### src/rtl/change_dispenser.sv
// Greedy change payout: ejects quarter/dime/nickel pulses from finite stock,
// one coin per SELECT -> PULSE -> GAP round, and reports unpaid cents on failure.
module change_dispenser #(
  parameter int PULSE_CYCLES = 4,
  parameter int GAP_CYCLES   = 4,
  parameter int STOCK_W      = 4,
  parameter int STOCK_Q      = 8,
  parameter int STOCK_D      = 8,
  parameter int STOCK_N      = 8
) (
  input  logic       clk,
  input  logic       reset,
  input  logic       start,
  input  logic [7:0] change_amt,
  input  logic       refill,
  output logic [2:0] coin_out,
  output logic       busy,
  output logic       done,
  output logic       error,
  output logic [7:0] remaining,
  output logic [2:0] empty
);

  // state   | meaning
  // IDLE    | waiting for start; refill reloads stocks
  // SELECT  | pick largest affordable coin in stock, or finish
  // PULSE   | coin_out held for PULSE_CYCLES
  // GAP     | coin_out low for GAP_CYCLES
  // DONE    | one-cycle done pulse
  typedef enum logic [2:0] {S_IDLE, S_SELECT, S_PULSE, S_GAP, S_DONE} state_t;

  localparam int TMAX = (PULSE_CYCLES > GAP_CYCLES) ? PULSE_CYCLES : GAP_CYCLES;
  localparam int TW   = (TMAX > 1) ? $clog2(TMAX) : 1;

  state_t             state, state_nxt;
  logic [2:0]         coin_nxt;
  logic [7:0]         rem_nxt;
  logic               err_nxt;
  logic [STOCK_W-1:0] stock_q, stock_d, stock_n;
  logic [STOCK_W-1:0] q_nxt, d_nxt, n_nxt;
  logic [TW-1:0]      timer, timer_nxt;

  always_ff @(posedge clk or negedge reset) begin
    if (!reset) begin
      state     <= S_IDLE;
      coin_out  <= '0;
      remaining <= '0;
      error     <= 1'b0;
      stock_q   <= STOCK_W'(STOCK_Q);
      stock_d   <= STOCK_W'(STOCK_D);
      stock_n   <= STOCK_W'(STOCK_N);
      timer     <= '0;
    end else begin
      state     <= state_nxt;
      coin_out  <= coin_nxt;
      remaining <= rem_nxt;
      error     <= err_nxt;
      stock_q   <= q_nxt;
      stock_d   <= d_nxt;
      stock_n   <= n_nxt;
      timer     <= timer_nxt;
    end
  end

  always_comb begin
    state_nxt = state;
    coin_nxt  = coin_out;
    rem_nxt   = remaining;
    err_nxt   = error;
    q_nxt     = stock_q;
    d_nxt     = stock_d;
    n_nxt     = stock_n;
    timer_nxt = timer;
    case (state)
      S_IDLE: begin
        // refill is applied first so a simultaneous start pays from full stock
        if (refill) begin
          q_nxt = STOCK_W'(STOCK_Q);
          d_nxt = STOCK_W'(STOCK_D);
          n_nxt = STOCK_W'(STOCK_N);
        end
        if (start) begin
          rem_nxt   = change_amt;
          err_nxt   = 1'b0;
          state_nxt = S_SELECT;
        end
      end
      S_SELECT: begin
        timer_nxt = TW'(PULSE_CYCLES - 1);
        if (remaining == 8'd0) begin
          err_nxt   = 1'b0;
          state_nxt = S_DONE;
        end else if (remaining >= 8'd25 && stock_q != '0) begin
          coin_nxt  = 3'b100;
          rem_nxt   = remaining - 8'd25;
          q_nxt     = stock_q - STOCK_W'(1);
          state_nxt = S_PULSE;
        end else if (remaining >= 8'd10 && stock_d != '0) begin
          coin_nxt  = 3'b010;
          rem_nxt   = remaining - 8'd10;
          d_nxt     = stock_d - STOCK_W'(1);
          state_nxt = S_PULSE;
        end else if (remaining >= 8'd5 && stock_n != '0) begin
          coin_nxt  = 3'b001;
          rem_nxt   = remaining - 8'd5;
          n_nxt     = stock_n - STOCK_W'(1);
          state_nxt = S_PULSE;
        end else begin
          err_nxt   = 1'b1;
          state_nxt = S_DONE;
        end
      end
      S_PULSE: begin
        if (timer == '0) begin
          coin_nxt  = 3'b000;
          timer_nxt = TW'(GAP_CYCLES - 1);
          state_nxt = S_GAP;
        end else begin
          timer_nxt = timer - TW'(1);
        end
      end
      S_GAP: begin
        if (timer == '0) state_nxt = S_SELECT;
        else             timer_nxt = timer - TW'(1);
      end
      S_DONE:  state_nxt = S_IDLE;
      default: state_nxt = S_IDLE;
    endcase
  end

  assign busy  = (state != S_IDLE);
  assign done  = (state == S_DONE);
  assign empty = {stock_q == '0, stock_d == '0, stock_n == '0};

endmodule

### config.mk
export PLATFORM = sky130hd
export DESIGN_NAME = change_dispenser
export DESIGN_NICKNAME = d
export VERILOG_FILES = /design/src/rtl/change_dispenser.sv
export SDC_FILE = /design/constraint.sdc
export NUM_CORES = 1
export LEC_CHECK = 0
export ABC_CLOCK_PERIOD_IN_PS = 3550
export CELL_PAD_IN_SITES_DETAIL_PLACEMENT = 1
export CELL_PAD_IN_SITES_GLOBAL_PLACEMENT = 1
export CORE_MARGIN = 2
export CORE_UTILIZATION = 35
export DETAILED_ROUTE_END_ITERATION = 6
export HOLD_SLACK_MARGIN = 0.02
export PLACE_DENSITY = 0.68
export REMOVE_ABC_BUFFERS = 1
export SYNTH_ARGS = -nofsm -noshare
export SYNTH_HDL_FRONTEND = slang
export SYNTH_SLANG_ARGS = --single-unit
### constraint.sdc
create_clock -name clk -period 3.55 [get_ports clk]
set_input_delay 0.5325 -clock clk [delete_from_list [all_inputs] [get_ports clk]]
set_output_delay 0.5325 -clock clk [all_outputs]
set_load 0.02 [all_outputs]
# == Word-level counts from Yosys, hierarchy flattened ==
# Cells that the tools add are included.
# totals
regBits,29
inputBits,12
output_inout_bits,17
elab_cells,103
# op_classes
addsub,7
order_cmp,3
n_eq_ne,19
n_mux,42
n_reduce_logical,24
# ops
operator,count
4-bit 2-to-1 mux,10
8-bit 2-to-1 mux,5
3-bit 2-to-1 mux,12
4-bit one-hot mux with 2 select lines,3
2-bit != test (second input constant),11
8-bit one-hot mux with 2 select lines,1
4-bit zero test,3
3-bit one-hot mux with 4 select lines,1
4-bit AND reduction,3
4-bit nonzero test,3
4-bit by 1-bit subtractor with 4-bit output (second input constant),3
5-bit AND reduction,2
3-bit != test (second input constant),3
8-bit by 3-bit greater-or-equal comparator with 1-bit output (second input constant),1
8-bit by 4-bit greater-or-equal comparator with 1-bit output (second input constant),1
8-bit by 5-bit greater-or-equal comparator with 1-bit output (second input constant),1
8-bit zero test,1
8-bit by 3-bit subtractor with 8-bit output (second input constant),1
8-bit by 4-bit subtractor with 8-bit output (second input constant),1
8-bit by 5-bit subtractor with 8-bit output (second input constant),1
3-bit by 2-bit == test with 1-bit output (second input constant),2
2-bit one-hot mux with 3 select lines,1
3-bit one-hot mux with 2 select lines,1
6-bit AND reduction,1
14 further kinds,23

# == Longest topological paths before layout ==
# Gate-level depths: netlist (run 1).
# depth
ltp_word,7
mapped_depth,10
ltp_nobuf,9

# == Worst setup path after synthesis (run 1) ==
# No wires, ideal clock.
# synth_timing
path_type,register to register
startpoint,register remaining[1]
endpoint,register remaining[6]
setup_ns,0.065
t_arrival_ns,2.304
required_ns,3.485
path_slack_ns,1.180
path_stages_with_launch,9
path_buffers,0
synth_period_minus_slack_ns,2.370
cell_sequence,dfrtp_1 inv_1 ha_1 or4b_2 o211ai_1 o22ai_1 o211a_1 o21ai_0 o21a_1
# synth_between
elab_chain_len,6
elab_cells_between_ends,18
classes_between,3 x add/sub; 3 x order compare; 2 x eq/ne; 5 x mux; 5 x reduce/logical
# synth_rtl
element,line_no,source
from (decl),20,"output logic [7:0] remaining,"
from (signal assigned),56,remaining <= rem_nxt;
8-bit by 3-bit subtractor with 8-bit output or 8-bit by 4-bit greater-or-equal comparator with 1-bit output (tied branches),"105, 98",
8-bit 2-to-1 mux or 1-bit logical AND (tied branches),"103, 98",
8-bit 2-to-1 mux,98,end else if (remaining >= 8'd10 && stock_d != '0) begin
8-bit 2-to-1 mux,93,end else if (remaining >= 8'd25 && stock_q != '0) begin
8-bit 2-to-1 mux,90,if (remaining == 8'd0) begin
8-bit one-hot mux with 2 select lines,74,case (state)
# Several ways; a longest one is shown, not always the timed one. The select of a mux whose other input is x is not followed.
# A chain may end at the register's enable or synchronous reset.

# == Final worst setup path (run 1) ==
# layout_timing
startpoint,register stock_q[0]
endpoint,output port empty[2]
# layout_between
elab_chain_len,1
# layout_rtl
element,line_no,source
from (decl),39,"logic [STOCK_W-1:0] stock_q, stock_d, stock_n;"
from (signal assigned),49,stock_q <= STOCK_W'(STOCK_Q);
from (signal assigned),58,stock_q <= q_nxt;
4-bit zero test,133,"assign empty = {stock_q == '0, stock_d == '0, stock_n == '0};"
to (decl),21,output logic [2:0] empty
# Every way passes these cells.

==> results of run 1 <==
[final cells by class]
type,count,area (µm²),area share [%]
multi-input cells,190,1320,50.6
flip-flops and latches,29,729,28.0
repair buffers,31,303,11.6
clock buffers,7,96.3,3.70
well taps,75,93.8,3.60
inverters,16,60.1,2.31
clock inverters,1,5.00,0.192
[logic make-up after synthesis]
| group | Yosys count | synth area share [%] |
|---|---|---|
| and+or+nand+nor | 87 | 21.2 |
| AOI/OAI and AO/OA | 82 | 28.6 |
| buffers and inverters | 29 | 5.49 |
| DFF | 29 | 33.7 |
| adders and majority gates | 14 | 8.09 |
| xor gates and xnor gates | 5 | 2.02 |
| muxes | 2 | 0.925 |
[critical path, delay by kind of cell (launching register included)]
kind	cells	cell delay [ns]
simple gates	1	0.50
flops	1	0.41
fa+ha+maj	1	0.13
buf+inv	3	0.92
[cells in the mapped netlist, types with 3 or more instances]
cell | count | area [µm²]
o211ai_1 | 5 | 37.5
dfrtp_1 | 26 | 651
nand2_1 | 24 | 90.1
nand2b_1 | 3 | 18.8
nor3_1 | 6 | 30.0
dfstp_2 | 3 | 78.8
nand3_1 | 6 | 30.0
o31ai_1 | 5 | 37.5
clkbuf_1 | 9 | 33.8
ha_1 | 14 | 175
and2_1 | 5 | 31.3
a2bb2oi_1 | 3 | 26.3
nor2_1 | 22 | 82.6
inv_1 | 15 | 56.3
a211oi_1 | 4 | 30.0
xnor2_1 | 3 | 26.3
a21oi_1 | 14 | 70.1
o2bb2ai_1 | 3 | 26.3
o21ai_0 | 17 | 85.1
a21o_1 | 3 | 22.5
[metrics by stage]
step	power, mW	hold slack, ns	cell area, µm²	utilization, %	std cells
2_1_floorplan	1.63	0.237	2110	-	235
3_3_place_gp	2.13	0.475	2500	42.0	341
3_5_place_dp	2.16	0.489	2500	42.0	341
4_1_cts	2.47	0.496	2600	43.7	349
5_1_grt	2.67	0.543	2600	43.7	349
6_report	2.46	0.491	2600	43.7	349
[power by group]
group          switching, mW  internal [mW]
clock                  0.133          0.175
sequential             0.254          0.487
combinational          0.812          0.595
total                   1.20           1.26
[flip-flops by register name, summed over array words and instances (netlist names)]
signal and count:
stock_n 4, coin_out 3, stock_q 4, error 1, state 3, stock_d 4
remaining 8, timer 2
[layer usage]
layer	routed length, µm	up-vias
met4	76	0
met3	336	7
met1	2960	975
li1	-	950
met2	2740	38
met5	0	-
[final timing paths]
| kind | from | end | slack, ns | cells after the start |
|---|---|---|---|---|
| worst min-delay path | stock_q[3]$_DFFE_PN1P_ | stock_q[3]$_DFFE_PN1P_ | 0.49 | 2 |
| worst max-delay path | stock_q[0]$_DFFE_PN0P_ | empty[2] | 0.77 | 5 |
| worst max register to register | remaining[1]$_DFFE_PN0P_ | remaining[4]$_DFFE_PN0P_ | 0.91 | 8 |
| min in group asynchronous | reset | remaining[1]$_DFFE_PN0P_ | 0.63 | 2 |
| worst min register to register | stock_q[3]$_DFFE_PN1P_ | stock_q[3]$_DFFE_PN1P_ | 0.49 | 2 |
| max in group asynchronous | reset | stock_n[3]$_DFFE_PN1P_ | 2.59 | 2 |
==> run metrics, run 1 <==
Crit. End Element=output port; setup TNS=0 ns; Die Y-Extent=a little over 80 µm; core area=between 5000 and 6000 µm²; wire per inst=17.5 µm; cts repair resizes=0; fin worst setup slack=0.774 ns; # DRC=0; commonest non-fill, non-tap cell in the layout=clkdlybuf4s50_1; I/O pins=29; final net count=approximately 300; Gate Count Post-Synth=roughly 250; CTS tree=done; CTS HTree Levels=2; CP Cell Sequence=inv_1 > ha_1 > or3b_1 > inv_2 > clkdlybuf4s50_1; PortBufs=28; Yosys reg bits=29; ys flop type=dfrtp_1; vias post-DR=~2,000; Crit path largest cell delay=around 0.63 ns; largest net degree at the start of global routing=30; clk slew on worst S/H paths=~0.070 ns; fin crit share=78.2%; Row Count=28; Post-synth EDFFs=0; Arrival @ worst endpoint=roughly 2.2 ns; total of max-cap violations=0; number of global-route vias before repair=about 2,000; min Tclk post-route=2.78 ns; Place WS=a little over 0.9 ns; final setup vio count=0; Area Overhead vs Synth=20.3%; post-synthesis cell type count=64; DR vias/cell=5.64; Syn Area/Cell=8.73 µm²; filler cell count=slightly above 700; hold_buf cts=0; Leak=1.06 nW; worst skew pair latency=0.29 ns; initial cell density of the core=roughly 36%; yosys warns=0; GPL Wtd Cong=between 0.8 and 0.9; gr ovfl total=0; Slew Viols, Final=0; Crit Path Class=reg -> out; most frequent cells in the layout=clkdlybuf4s50_1 (28), dfrtp_1 (26), nand2_1 (24); DRT iter0 DRCs=between 100 and 150; clk sink count=29; ANT nets after route=0; Final HPWL DP=between 4 and 5 mm; Startpoint Class=flip-flop; TritonCTS Buffers=5; skew final=just over 0.006 ns; Die W=just over 80 µm; peak supply drop=between 400 and 500 µV; Clock Path Buffers=2; global-route met2 utilization=between 30% and 40%; RSZ-0062 raised after global routing=no; Netlist Area Pre-Place=between 2000 and 2500 µm²; power per cell area=around 940 nW/µm²; final hold vios=0; GRT Total Usage=between 20% and 30%; sequential area share after synthesis=between 30% and 40%; root buffer cell=clkbuf_8; CP max FO=8; outcome=finished clean; first drt pass iteration count=4; Post-synth ARST share=100%; routing usage on met1=about 29%; GR peak layer=met2; total die area=about 7000 µm²; Worst Path Required=roughly 3 ns; global-route wire length before repair=roughly 10 mm; setup repair bufs after CTS=0; relative slew slack=about 51%; DRT Wirelength=6.12 mm; slowest CP cell=clkdlybuf4s50_1; min-delay worst type=reg -> reg; layout cells sized above 1=between 10% and 20%; Fmax=roughly 360 MHz; met3 usage=3.80%; # diodes=0; worst slew pin tran=between 0.7 and 0.8 ns; initial antenna violation count=0
(Power assumes the default switching activity.)
==> inputs of run 2 (changes only) <==
--- a/config.mk
+++ b/config.mk
@@ -5,14 +5,14 @@
 export SDC_FILE = /design/constraint.sdc
 export NUM_CORES = 1
 export LEC_CHECK = 0
-export ABC_CLOCK_PERIOD_IN_PS = 3550
+export ABC_CLOCK_PERIOD_IN_PS = 2350
 export CELL_PAD_IN_SITES_DETAIL_PLACEMENT = 1
 export CELL_PAD_IN_SITES_GLOBAL_PLACEMENT = 1
 export CORE_MARGIN = 2
 export CORE_UTILIZATION = 35
 export DETAILED_ROUTE_END_ITERATION = 6
 export HOLD_SLACK_MARGIN = 0.02
-export PLACE_DENSITY = 0.68
+export PLACE_DENSITY = 0.71
 export REMOVE_ABC_BUFFERS = 1
 export SYNTH_ARGS = -nofsm -noshare
 export SYNTH_HDL_FRONTEND = slang
==> constraint.sdc (replaced) <==
create_clock -name clk -period 2.35 [get_ports clk]
set_input_delay 0.3525 -clock clk [delete_from_list [all_inputs] [get_ports clk]]
set_output_delay 0.3525 -clock clk [all_outputs]
set_load 0.02 [all_outputs]
==> run 2 against run 1 <==
Non-clock buffer count up 17. Critical endpoint is now remaining[2]$_DFFE_PN0P_. Sequential power up 42%. Cell count up 4.9%. Die area unchanged. Power up 68%. Clock-buffer cell count unchanged. Routed wire length up 9.2%. Via count up 4.4%. Setup slack worse by 0.71 ns.
==> run metrics, run 2 (synthesized netlist as in run 1, its figures left out) <==
outcome=finished clean; Power Internal=2.14 mW (+70%); final hold vios=0 (unchanged); final net count=316 (+5.7%); WHS=0.451 ns (-0.0400 ns); Design Area, Final=2820 µm² (+8.3%); # diodes=0 (unchanged); final setup vio count=0 (unchanged); Leak=1.18 nW (+10%); worst skew pair latency=0.30 ns (about the same); Clock Power Share=11.5% (-1.0 points); Net Switching=1.99 mW (+66%); Place WS=-0.0258 ns (-0.944 ns); first drt pass iteration count=4 (unchanged); Reg2Reg Depth=8 (unchanged); Slew Viols, Final=0 (unchanged); PortBufs=28 (unchanged); setup TNS=0 ns (unchanged); CTS tree=done; total of max-cap violations=0 (unchanged); core area=5960 µm² (unchanged); peak supply drop=655 µV (+56%); Row Count=28 (unchanged); Worst Path Required=2.57 ns (-0.45 ns); combinational share of power=63.1% (+5.8 points); fin crit share=around 97%; total die area=6830 µm² (unchanged); CP max FO=5 (-3); Tot Pwr=4.13 mW (+68%); layout cells sized above 1=19.2% (+7.2 points); wire per inst=18.2 µm (+4.1%); TritonCTS Buffers=5 (unchanged); Clock Path Buffers=2 (unchanged); most frequent cells in the layout=clkdlybuf4s50_1 (26), dfrtp_1 (25), nand2_1 (24); DRT iter0 DRCs=69 (-37%); Fmax=437 MHz; final core utilization=47.3% (+3.6 points); power per cell area=1460 nW/µm² (+55%); DR vias/cell=5.62 (-0.48%); max reg flops=8 (unchanged); Sw Share=48.1% (-0.68 points); Biggest register=remaining; R2R Setup Slk=0.06 ns (-0.85 ns); fin worst setup slack=0.0608 ns (-0.713 ns); Crit. End Element=flip-flop; DRT Wirelength=6.68 mm (+9.2%); gr ovfl total=0 (unchanged); GRT Total Usage=21.3% (+1.2 points); Arrival @ worst endpoint=2.51 ns (+0.27 ns); worst slew pin tran=0.588 ns (-0.140 ns); GPL Wtd Cong=0.865 (+3.9%); placed cells=357 (+4.7%); min-delay worst type=in -> async; vias post-DR=2,056 (+4.4%); Crit Path Class=reg -> reg; Die W=82.6 µm (unchanged); # DRC=0 (unchanged); Startpoint Class=flip-flop; initial antenna violation count=0 (unchanged); skew final=0.00628 ns (+0.0000408 ns); min Tclk post-route=2.29 ns; clk slew on worst S/H paths=0.07 ns (about the same); Seq pwr share=25.5% (-4.7 points); Post-DP Area=2620 µm² (+4.8%); CTS HTree Levels=2 (unchanged); Reg-to-Reg Start=remaining[0]$_DFFE_PN0P_; commonest non-fill, non-tap cell in the layout=clkdlybuf4s50_1; global-route wire length before repair=11.1 mm (+7.6%); ANT nets after route=0 (unchanged); Area Overhead vs Synth=30.2%; Final HPWL DP=4.99 mm (+7.0%); I/O pins=29 (unchanged); RSZ-0062 raised after global routing=yes; largest net degree at the start of global routing=30 (unchanged); clk sink count=29 (unchanged); Cell Count, Final, Fillers Out=366 (+4.9%); Die Y-Extent=82.6 µm (unchanged); root buffer cell=clkbuf_8; initial cell density of the core=36.3% (unchanged); reg2reg end=remaining[2]$_DFFE_PN0P_; number of global-route vias before repair=2,203 (+11%); relative slew slack=60.7% (+9.2 points)
run 2: how the worst max path moves through the flow:
stage,start,endpoint,slack (ns),cells after the start
after floorplan,remaining[1]$_DFFE_PN0P_,remaining[7]$_DFFE_PN0P_,-0.02,8
after CTS,stock_d[0]$_DFFE_PN0P_,empty[1],0.005,4
after detailed placement,remaining[0]$_DFFE_PN0P_,remaining[5]$_DFFE_PN0P_,-0.03,8
after global routing,remaining[0]$_DFFE_PN0P_,remaining[2]$_DFFE_PN0P_,-0.04,8
after global placement,remaining[1]$_DFFE_PN0P_,remaining[7]$_DFFE_PN0P_,0.1,8
final,remaining[0]$_DFFE_PN0P_,remaining[2]$_DFFE_PN0P_,0.06,8
run 2: critical path: stages, from the launching register on:
cell and delay [ns]:
dfrtp_1 0.40, inv_1 0.11, ha_1 0.19, or3b_4 0.42, a31o_4 0.29, a221oi_1 0.33, nor2_1 0.08, a211o_1 0.30
o21ai_1 0.08
run 2: layout make-up:
class                      instances  area [µm²]
tap                               75        93.8
clock inverter                     1        5.00
multi-input combinational        190        1400
sequential                        29         731
fill                             729        3140
inverter                          16        62.6
clock buffer                       7        96.3
timing repair buffer              48         433
run 2: timing repair:
action,4_1_cts,5_1_grt
pin swaps,0,4
setup endpoints to repair,4,13
hold buffers,0,0
gates resized for setup,3,17
buffers inserted,1,0
run 2: routing by layer:
layer	part of all wire (%)	GRT usage (%)	up-vias	wire length, µm
met3	2.2	3.70	6	145
met1	45	26.6	1039	3030
met4	0.84	5.57	0	56
met5	0	0	-	0
li1	-	-	985	-
met2	52	37.8	26	3440
run 2: power groups by stage:
stage	logic [mW]	registers [mW]	clock network (mW)
floorplan	1.32	1.13	0
global placement	2.36	1.03	0
detailed placement	2.42	1.03	0
CTS	2.47	1.04	0.482
global route	2.87	1.09	0.497
finish	2.60	1.05	0.473
==> inputs of run 3 (changes only) <==
--- a/config.mk
+++ b/config.mk
@@ -11,9 +11,10 @@
 export CORE_MARGIN = 2
 export CORE_UTILIZATION = 35
 export DETAILED_ROUTE_END_ITERATION = 6
-export HOLD_SLACK_MARGIN = 0.02
+export HOLD_SLACK_MARGIN = 0.06
 export PLACE_DENSITY = 0.71
 export REMOVE_ABC_BUFFERS = 1
+export SLEW_MARGIN = 0
 export SYNTH_ARGS = -nofsm -noshare
 export SYNTH_HDL_FRONTEND = slang
 export SYNTH_SLANG_ARGS = --single-unit
==> results of run 3 <==
Same layout as run 2: the final DEF is identical, and so are final timing and power.
==> RTL change (flow settings as in run 1) <==
The 5 states of `state_t` get a one-hot encoding in 5 bits.
--- a/src/rtl/change_dispenser.sv
+++ b/src/rtl/change_dispenser.sv
@@ -27,7 +27,7 @@
   // PULSE   | coin_out held for PULSE_CYCLES
   // GAP     | coin_out low for GAP_CYCLES
   // DONE    | one-cycle done pulse
-  typedef enum logic [2:0] {S_IDLE, S_SELECT, S_PULSE, S_GAP, S_DONE} state_t;
+  typedef enum logic [4:0] {S_IDLE = 5'b00001, S_SELECT = 5'b00010, S_PULSE = 5'b00100, S_GAP = 5'b01000, S_DONE = 5'b10000} state_t;
 
   localparam int TMAX = (PULSE_CYCLES > GAP_CYCLES) ? PULSE_CYCLES : GAP_CYCLES;
   localparam int TW   = (TMAX > 1) ? $clog2(TMAX) : 1;
Function: same outputs for any inputs over 10 cycles, from zero or initial values and one cycle with reset low; not proved beyond that.
==> RTL change against run 1 <==
  * Design area up 1.7%
  * First-iteration DRC count down 33%
  * Wire length up 2.2%
  * Sequential cell count up 2
  * Area after synthesis up 1.7%
  * Sequential share of layout area up 1.5 points
  * Critical path depth down 1
  * Setup slack worse by 0.17 ns
  * Fmax down 5.7%
  * Non-clock buffer count up 1
  * Largest power group unchanged
  * Count of clock-buffer cells in the layout unchanged
  * Total power down 4.7%
  * Hold slack better by 0.022 ns
  * Largest cell class unchanged
  * Register-to-register slack worse by 0.20 ns
==> RTL change: results (changes against run 1) <==
Cells and area
  • Filler cells: 711 (-0.28%)
  • Data buffer area share: 11.7% (+0.086 points)
  • Layout clock area frac: 3.92% (+0.028 points)
  • Buffers excl. clock: 32 (+3.2%)
  • Layout net count: 299 (unchanged)
  • Nonclk inv count: 18 (+2)
  • Multi-input comb cells: 185 (-2.6%)
  • Seq_cells: 31 (+6.9%)
  • Fraction of area in multi-input gates: 48.8% (-1.8 points)
  • Layout cells sized above 1: 9.85% (-2.2 points)

Power and ir drop
  • VDD IR max: 417 uV (-0.56%)
  • Leak: 1.14 nW (+6.8%)
  • P per Cell Area: 884 nW/um^2 (-6.3%)

Worst setup path
  • Critical R2R Capture: remaining[7]
  • Crit-path leading delay family: simple AND/OR/NAND/NOR gates
  • CP max stage cell: or4b_1
  • R2R setup slack: 0.71 ns (-0.20 ns)
  • Worst setup startpoint: state[1]
  • Setup crit end: busy

Min path
  • Min-delay src: coin_out[1]
  • Hold Path Sink: coin_out[1]

Synthesis
  • Adder-cell share of the synthesized area: 7.96% (-0.13 points)
  • Post-Syn Area per Cell: 9.06 sq um (+3.8%)
  • Post-synth EDFFs: 0 (unchanged)
  • XOR/XNOR Fraction of Synth Area: 2.79% (+0.76 points)
  • Sequential element share of the synthesized area: 35.5% (+1.8 points)
  • Mux cell area share after synthesis: 2.33% (+1.4 points)
  • Synth cell count leaders: dfrtp_1, nand2_1, o21ai_0
  • Top post-synthesis cells by area: dfrtp_1, ha_1, dfstp_2
  • Unique masters post-synth: 56 (-13%)

Routing
  • Vias after detailed routing: 1994 (+1.2%)
  • Initial DRC count: 74 (-33%)
  • WL/cell: 17.9 microns (+2.2%)

Clock tree
  • CTS buffer count: 5 (unchanged)
  • Resize count post-CTS: 0 (unchanged)

Place
  • Post-DP HPWL: 4650 microns (-0.35%)
  • Dpl ws: 0.743 ns (-0.175 ns)
  • GP Congestion: 0.839 (+0.65%)

Timing
  • Max Clock Skew: 0.00239 ns (-0.00385 ns)
  • Hold WS: 0.513 ns (+0.0222 ns)
  • Top achievable clock speed: 0.340 GHz (-5.7%)
  • Slew at the pin closest to its max-slew limit: 0.643 ns (-0.0849 ns)

GRT
  • Vias in the first global route: 2125 (+6.7%)
  • First-pass GRT wire length: 10800 microns (+5.5%)
  • Largest net degree at the start of global routing: 32 (+6.7%)
  • Tot GR Track Use: 19.3% (-0.90 points)

Status
  • Outcome: finished clean
RTL change: cell count changes in the layout (fill, tap and decap cells not counted), sizes merged, moves of 3 or more:
cell	delta
a21oi	-6
nor2b	+4
a211oi	-3
nand2	-3
a2111oi	-3
a2bb2oi	-3
o22a	+5
nor2	-6
nand2b	+3
RTL change: layer usage:
metal / global-route usage (%) / part of all wire [%] / routed length (microns) / vias up
li1: - / - / - / 947
met4: 5.37 / 1.5 / 95 / 0
met1: 25.2 / 47 / 2960 / 1003
met2: 32.0 / 48 / 3000 / 34
met5: 0 / 0 / 0 / -
met3: 4.08 / 3.2 / 201 / 10
RTL change: report_power, final:
| part | switching (mW) | leakage [nW] | internal (mW) |
|---|---|---|---|
| combinational | 0.783 | 0.703 | 0.560 |
| sequential | 0.182 | 0.383 | 0.495 |
| clock | 0.146 | 0.0505 | 0.176 |
| total | 1.11 | 1.14 | 1.23 |
